$ cat config.mk
export PLATFORM = sky130hd
export DESIGN_NAME = div_seq_param
export DESIGN_NICKNAME = d
export VERILOG_FILES = /design/src/rtl/div_seq_param.sv
export SDC_FILE = /design/constraint.sdc
export NUM_CORES = 1
export LEC_CHECK = 0
export BUFFER_PORTS_ARGS = -buffer_cell sky130_fd_sc_hd__buf_2
export CAP_MARGIN = 25
export CORE_UTILIZATION = 45
export DETAILED_ROUTE_END_ITERATION = 10
export PLACE_DENSITY = 0.63
export SYNTH_ARGS = -nofsm -noshare
export SYNTH_HDL_FRONTEND = slang
export SYNTH_SLANG_ARGS = --single-unit
$ cat constraint.sdc
create_clock -name Clock -period 6.31 [get_ports Clock]
set_input_delay 0.3155 -clock Clock [delete_from_list [all_inputs] [get_ports Clock]]
set_output_delay 0.3155 -clock Clock [all_outputs]
set_load 0.05 [all_outputs]
$ cat src/rtl/div_seq_param.sv
// Multi-cycle restoring divider, one shift-subtract step per clock, runtime signed/unsigned.
// Quotient goes to LOOut, remainder to HIOut; divide-by-zero reports Div0 one edge after start.
module div_seq_param #(
  parameter int WIDTH = 32
) (
  input  logic             Clock,
  input  logic             Reset,
  input  logic             DivCtrl,
  input  logic             Signed,
  input  logic [WIDTH-1:0] FromA,
  input  logic [WIDTH-1:0] FromB,
  output logic             Busy,
  output logic             Done,
  output logic             Div0,
  output logic [WIDTH-1:0] HIOut,
  output logic [WIDTH-1:0] LOOut
);

  localparam int CW = $clog2(WIDTH);

  // state | meaning
  // IDLE  | waiting for DivCtrl; also finishes a pending divide-by-zero
  // CALC  | one restoring step per edge, WIDTH steps
  // FIX   | apply signs to quotient/remainder, pulse Done
  typedef enum logic [1:0] {
    IDLE = 2'd0,
    CALC = 2'd1,
    FIX  = 2'd2
  } state_t;

  state_t           state, state_nxt;
  logic [CW-1:0]    count;
  logic [WIDTH-1:0] dvd;
  logic [WIDTH-1:0] dvs;
  logic [WIDTH-1:0] rem;
  logic             qneg;
  logic             rneg;
  logic             div0_pend;
  logic             start;
  logic             last;
  logic [WIDTH:0]   rem_sh;
  logic [WIDTH:0]   diff;

  function automatic logic [WIDTH-1:0] mag(input logic [WIDTH-1:0] v, input logic s);
    return (s && v[WIDTH-1]) ? -v : v;
  endfunction

  assign start = (state == IDLE) && DivCtrl && !div0_pend;
  assign last  = (count == CW'(WIDTH - 1));
  assign Busy  = (state != IDLE);

  // dvd shifts dividend bits out of the top and quotient bits in at the bottom
  always_comb begin
    rem_sh = {rem, dvd[WIDTH-1]};
    diff   = rem_sh - {1'b0, dvs};
  end

  always_ff @(posedge Clock or posedge Reset) begin
    if (Reset) state <= IDLE;
    else       state <= state_nxt;
  end

  always_comb begin
    state_nxt = state;
    case (state)
      IDLE:    if (start && (FromB != '0)) state_nxt = CALC;
      CALC:    if (last) state_nxt = FIX;
      FIX:     state_nxt = IDLE;
      default: state_nxt = IDLE;
    endcase
  end

  always_ff @(posedge Clock or posedge Reset) begin
    if (Reset) begin
      count     <= '0;
      dvd       <= '0;
      dvs       <= '0;
      rem       <= '0;
      qneg      <= 1'b0;
      rneg      <= 1'b0;
      div0_pend <= 1'b0;
      Done      <= 1'b0;
      Div0      <= 1'b0;
      HIOut     <= '0;
      LOOut     <= '0;
    end else begin
      Done <= 1'b0;
      case (state)
        IDLE: begin
          if (div0_pend) begin
            div0_pend <= 1'b0;
            Div0      <= 1'b1;
            Done      <= 1'b1;
            HIOut     <= '0;
            LOOut     <= '0;
          end else if (start) begin
            Div0      <= 1'b0;
            div0_pend <= (FromB == '0);
            dvd       <= mag(FromA, Signed);
            dvs       <= mag(FromB, Signed);
            qneg      <= Signed & (FromA[WIDTH-1] ^ FromB[WIDTH-1]);
            rneg      <= Signed & FromA[WIDTH-1];
            rem       <= '0;
            count     <= '0;
          end
        end
        CALC: begin
          rem   <= diff[WIDTH] ? rem_sh[WIDTH-1:0] : diff[WIDTH-1:0];
          dvd   <= {dvd[WIDTH-2:0], ~diff[WIDTH]};
          count <= count + 1'b1;
        end
        FIX: begin
          LOOut <= qneg ? -dvd : dvd;
          HIOut <= rneg ? -rem : rem;
          Done  <= 1'b1;
        end
        default: ;
      endcase
    end
  end

endmodule

* After elaboration in Yosys (flattened, before gate mapping)
Index checks and enable logic that the tools add are counted.
Word-level totals: word-level logic and storage cells 75, flip-flop bits (word level) 172, bits of input ports 68, output and inout port bits 67
Operators by class: bitwise logic cells 5, equality and inequality tests 8, multiplexer cells 26, reduce and logical (&&, ||, !) cells 18, $add $sub $neg 6
Operators with widths (number):
- $mux W32 | 10
- $pmux W32 S2 | 4
- $neg A32 Y32 | 4
- $sub A33 B32 Y33 | 1
- $logic_not A32 Y1 | 1
- $reduce_bool A32 Y1 | 1
- $mux W5 | 2
- $pmux W5 S2 | 1
- $ne A2 B2 Y1 const B | 4
- $reduce_bool A2 Y1 | 4
- $reduce_and A2 Y1 | 3
- $reduce_and A3 Y1 | 2
- $add A5 B1 Y5 const B | 1
- $eq A5 B5 Y1 const B | 1
- $logic_and A1 B1 Y1 | 5
- $mux W1 | 5
- $mux W2 | 2
- $pmux W2 S2 | 1
- $and A1 B1 Y1 | 2
- $eq A2 B1 Y1 const B | 1
- $eq A2 B2 Y1 const B | 1
- $logic_not A2 Y1 | 1
- $ne A2 B1 Y1 const B | 1
- $not A1 Y1 | 2
- 3 further kinds | 3

* Depth between registers and ports, before layout
depth in word-level cells 6, depth in mapped cells 14, depth with buffers taken out 12

* Worst setup path after synthesis
No wires, ideal clock.
path type reg-to-reg, from register dvd[31], to register rem[21], required time 6.184 ns, path slack 3.196 ns, path buffers 2, stages on the path, launching flop included 15, arrival 2.988 ns, cell sequence dfrtp_1 inv_1 ha_1 fa_1 nand2b_1 a21oi_1 o211ai_1 a21oi_1 o31ai_1 a31oi_1 xor2_1 buf_2 buf_2 nor2_1 a221o_1
Between the ends: cells in the longest elaborated chain, start to end 3
Ends and longest elaborated chain:
- start, declared | line 33 | logic [WIDTH-1:0] dvd;
- start signal, assigned | line 99 | dvd <= mag(FromA, Signed);
- start signal, assigned | line 109 | dvd <= {dvd[WIDTH-2:0], ~diff[WIDTH]};
- $sub A33 B32 Y33 | line 55 | diff = rem_sh - {1'b0, dvs};
- $mux W32 | line 108 | rem <= diff[WIDTH] ? rem_sh[WIDTH-1:0] : diff[WIDTH-1:0];
- $pmux W32 S2 | line 88 | case (state)
- end signal, assigned | line 108
- end, declared | line 35 | logic [WIDTH-1:0] rem;
Every way passes these cells. A chain may end at the register's enable or synchronous reset.

* Final worst setup path
from register dvd[31], to register rem[9]
The elaborated chain is that of the path after synthesis.

==> metrics.md <==
| Metric | Value |
|---|---|
| Run status | completed |
| Fmax | 256.7 MHz |
| Arithmetic-cell share of the synthesized area counting full adders, half adders and majority gates | 4.557% |
| Core area | 23610 µm² |
| Post-CTS Hold Buffers | 1 |
| Clock latency on the worst-skew pair | 0.44 ns |
| Number of rows in the core area | 56 |
| Number of resized instances in the post-cts repair step | 0 |
| Depth of the CTS H-tree | 4 |
| # Post-CTS Setup Buffers | 0 |
| Clock input transition at the sequential cells of the worst setup and hold paths | 0.08 ns |
| Hold/Removal Path Class | primary input to register |
| Crit path time final | 3.895 ns |
| Commonest non-fill, non-tap cell in the layout | sky130_fd_sc_hd__nand2_1 |
| Fill cell total of the finished layout | 2289 |
| Primary FF master, synth | sky130_fd_sc_hd__dfrtp_1 |
| Final-report hold violation count | 0 |
| Total power per unit cell area | 549.2 nW/µm² |
| Number of register bits inferred by synthesis | 172 |
| RSZ-0062 raised after global routing | false |
| Count of final max-slew check failures | 0 |
| N_diodes | 0 |
| Fraction of synthesized area in multiplexers | 2.854% |
| Via-per-instance ratio | 5.468 |
| Proportion of layout cells with a drive suffix above 1 | 14.17% |
| CTS Buf Count | 17 |
| Clk buf depth | 2 |
| Min-Delay Path Depth | 3 |
| End of the worst register-to-register path | rem[9] |
| Reg-to-reg startpoint | dvd[31] |
| Post-route fraction of the period consumed by the critical path | 61.74% |
| Final wirelength | 27600 µm |
| Port Buffer Count | 134 |
| Worst-case register-to-register setup slack | 2.41 ns |
| Largest net degree at the start of global routing | 61 |
| Total iterations of the first detailed-routing run | 5 |
| Start point of the worst hold path | FromA[5] |
| Final count of negative-setup-slack endpoints | 0 |
| Pleak | 0.005692 µW |
| Required time of the critical path | 6.63 ns |
| Pin slew with the least headroom to its limit | 0.9342 ns |
| Setup total negative slack | 0 ns |
| Sink of the worst hold path | dvd[5] |
| Final worst clock skew | 0.01089 ns |
| Via count of the first global-routing pass | 8790 |
| Antenna Nets Post-Route | 0 |
| Detailed-route DRC error count | 0 |
| Leading cell types in the layout, fill and taps excluded | sky130_fd_sc_hd__nand2_1 (198), sky130_fd_sc_hd__o21ai_0 (194), sky130_fd_sc_hd__dfrtp_1 (172) |
| Combinational family with the most area after synthesis | compound AO/OA/AOI/OAI gates |
| Net count after synthesis | 1373 |
| Starting DRT DRC Count | 606 |
| Initial antenna violation count | 0 |
| Final core utilization | 52.85% |
| Global-route wire length before repair | 45190 µm |
| Area overhead of the layout relative to synthesis | 14.79% |
| Final weighted congestion in routability-driven placement | 0.8668 |
| Headroom to the max-slew limit | 37.72% |
| IR drop worst, VDD | 209.0 µV |
| Worst reg2reg path depth | 13 |
| EDFF count, synth | 0 |
| Crit-path max FO | 21 |
| Crit path arrival time | 4.22 ns |
| Simple logic cell fraction of the synthesized area | 15.03% |
| Critical setup path kind | register to register |
| Maximum Capacitance Violations | 0 |
| Congestion Overflow GR | 0 |
| Global-route total usage across every layer | 23.07% |
| X dimension of the die | 157.4 µm |
| Detailed placer's ending HPWL | 20430 µm |
| Post-synth design cell area | 10870 µm² |
| Setup crit start kind | register |
| Initial core utilization | 46.04% |
| Cell at the root of the clock tree | sky130_fd_sc_hd__clkbuf_16 |
| Clk sink count | 172 |
| DIE AREA | 24780 µm² |
| # nets final | 1477 |
| Drt wl/cell | 16.22 µm |
| Sequential-to-total area share from yosys stat | 39.59% |
| Fraction of synthesis flops using an asynchronous set or reset pin | 100.0% |
| Number of synthesis warnings | 0 |
| Number of different library cells in the post-synthesis netlist | 58 |
| Synthesized-area fraction occupied by ao, oa, aoi and oai cells | 22.18% |
| TritonCTS clock tree | done |
| I/O pins | 135 |
| Xor and xnor area share after synthesis | 11.68% |
| Die Span Y | 157.4 µm |
| Mean cell area of the mapped netlist | 8.587 µm² |
| Via count of the routed design | 9306 |
| Post-Syn Instances | 1266 |
| Kind of capture point of the worst setup path | register |
[where the power goes]
group | internal (µW) | total [µW] | leakage [µW] | switching [µW]
sequential | 1470 | 1950 | 0.00213 | 475
combinational | 1700 | 3830 | 0.00327 | 2130
clock | 568 | 1080 | 0.000295 | 508
total | 3740 | 6850 | 0.00569 | 3120
[worst max-delay path by stage]
stage	cells after the start	from	slack, ns	end
after floorplan	1	Reset	1.33	Div0
after global placement	13	dvd[31]	2.49	rem[9]
after detailed placement	13	dvd[31]	2.42	rem[9]
after CTS	13	dvd[31]	2.41	rem[4]
after global routing	11	rem[10]	2.04	rem[0]
final	13	dvd[31]	2.41	rem[9]
[cells in the mapped netlist, types with 12 or more instances]
library cell	n	share of area [%]
sky130_fd_sc_hd__a21o_1	16	1.1
sky130_fd_sc_hd__dfrtp_1	172	40
sky130_fd_sc_hd__a21oi_1	59	2.7
sky130_fd_sc_hd__xor2_1	81	6.5
sky130_fd_sc_hd__o21ai_0	194	8.9
sky130_fd_sc_hd__o31ai_1	28	1.9
sky130_fd_sc_hd__nand2_1	198	6.8
sky130_fd_sc_hd__mux2i_1	31	2.9
sky130_fd_sc_hd__nor4_1	12	0.69
sky130_fd_sc_hd__a22oi_1	30	2.1
sky130_fd_sc_hd__clkbuf_1	54	1.9
sky130_fd_sc_hd__xnor2_1	64	5.2
sky130_fd_sc_hd__inv_1	56	1.9
sky130_fd_sc_hd__or3_1	15	0.86
sky130_fd_sc_hd__ha_1	38	4.4
sky130_fd_sc_hd__nor2_1	53	1.8
sky130_fd_sc_hd__nor3_1	13	0.60
[worst max-delay path, cell delays in order (launching register included)]
cell and delay (ns):
sky130_fd_sc_hd__dfrtp_1 0.34, sky130_fd_sc_hd__inv_1 0.08, sky130_fd_sc_hd__ha_1 0.23, sky130_fd_sc_hd__fa_1 0.38
sky130_fd_sc_hd__nand2b_1 0.19, sky130_fd_sc_hd__a21oi_1 0.26, sky130_fd_sc_hd__o211ai_1 0.19, sky130_fd_sc_hd__a21oi_1 0.23
sky130_fd_sc_hd__o31ai_1 0.12, sky130_fd_sc_hd__a31oi_1 0.39, sky130_fd_sc_hd__xor2_4 0.60, sky130_fd_sc_hd__buf_4 0.42
sky130_fd_sc_hd__nor2_1 0.08, sky130_fd_sc_hd__a221o_1 0.26
[layer usage]
layer,vias to the layer above,share of wire (%),GRT usage [%]
li1,4673,-,-
met1,4351,52,34.83
met2,248,42,33.82
met3,34,4.1,3.084
met4,0,1.6,7.258
met5,-,0,0
[sequential cells by signal, summed over array words and instances (netlist names)]
| register | flops |
|---|---|
| rneg | 1 |
| Done | 1 |
| dvd | 32 |
| HIOut | 32 |
| qneg | 1 |
| rem | 32 |
| div0_pend | 1 |
| state | 2 |
| count | 5 |
| LOOut | 32 |
| Div0 | 1 |
| dvs | 32 |
[cell type report]
type / instances / area, µm² / area share [%]
well taps: 319 / 399.1 / 3.198
inverters: 56 / 215.2 / 1.724
clock inverters: 15 / 167.7 / 1.343
repair buffers: 147 / 800.8 / 6.417
multi-input cells: 976 / 6167 / 49.42
clock buffers: 17 / 425.4 / 3.409
flip-flops and latches: 172 / 4304 / 34.49
[through the flow]
stage | total power, µW | cells | hold slack (ns) | cell area, µm² | worst slack, ns
3_3_place_gp | 5683 | 1666 | 0.4060 | 11820 | 2.493
3_5_place_dp | 5737 | 1667 | 0.4130 | 11840 | 2.420
6_report | 6854 | 1702 | 0.1796 | 12480 | 2.415
4_1_cts | 6844 | 1700 | 0.1649 | 12450 | 2.410
5_1_grt | 7469 | 1702 | 0.1942 | 12480 | 2.042
2_1_floorplan | 4892 | 1266 | 0.4408 | 10870 | 1.334
[cells by family after synthesis]
kind of cell             count (synthesis)
AND/OR/NAND/NOR                        360
AO/OA/AOI/OAI                          401
XOR/XNOR                               145
flip-flops                             172
adder cells (fa/ha/maj)                 39
multiplexers                            31
buffers and inverters                  118
(Power assumes the default switching activity.)
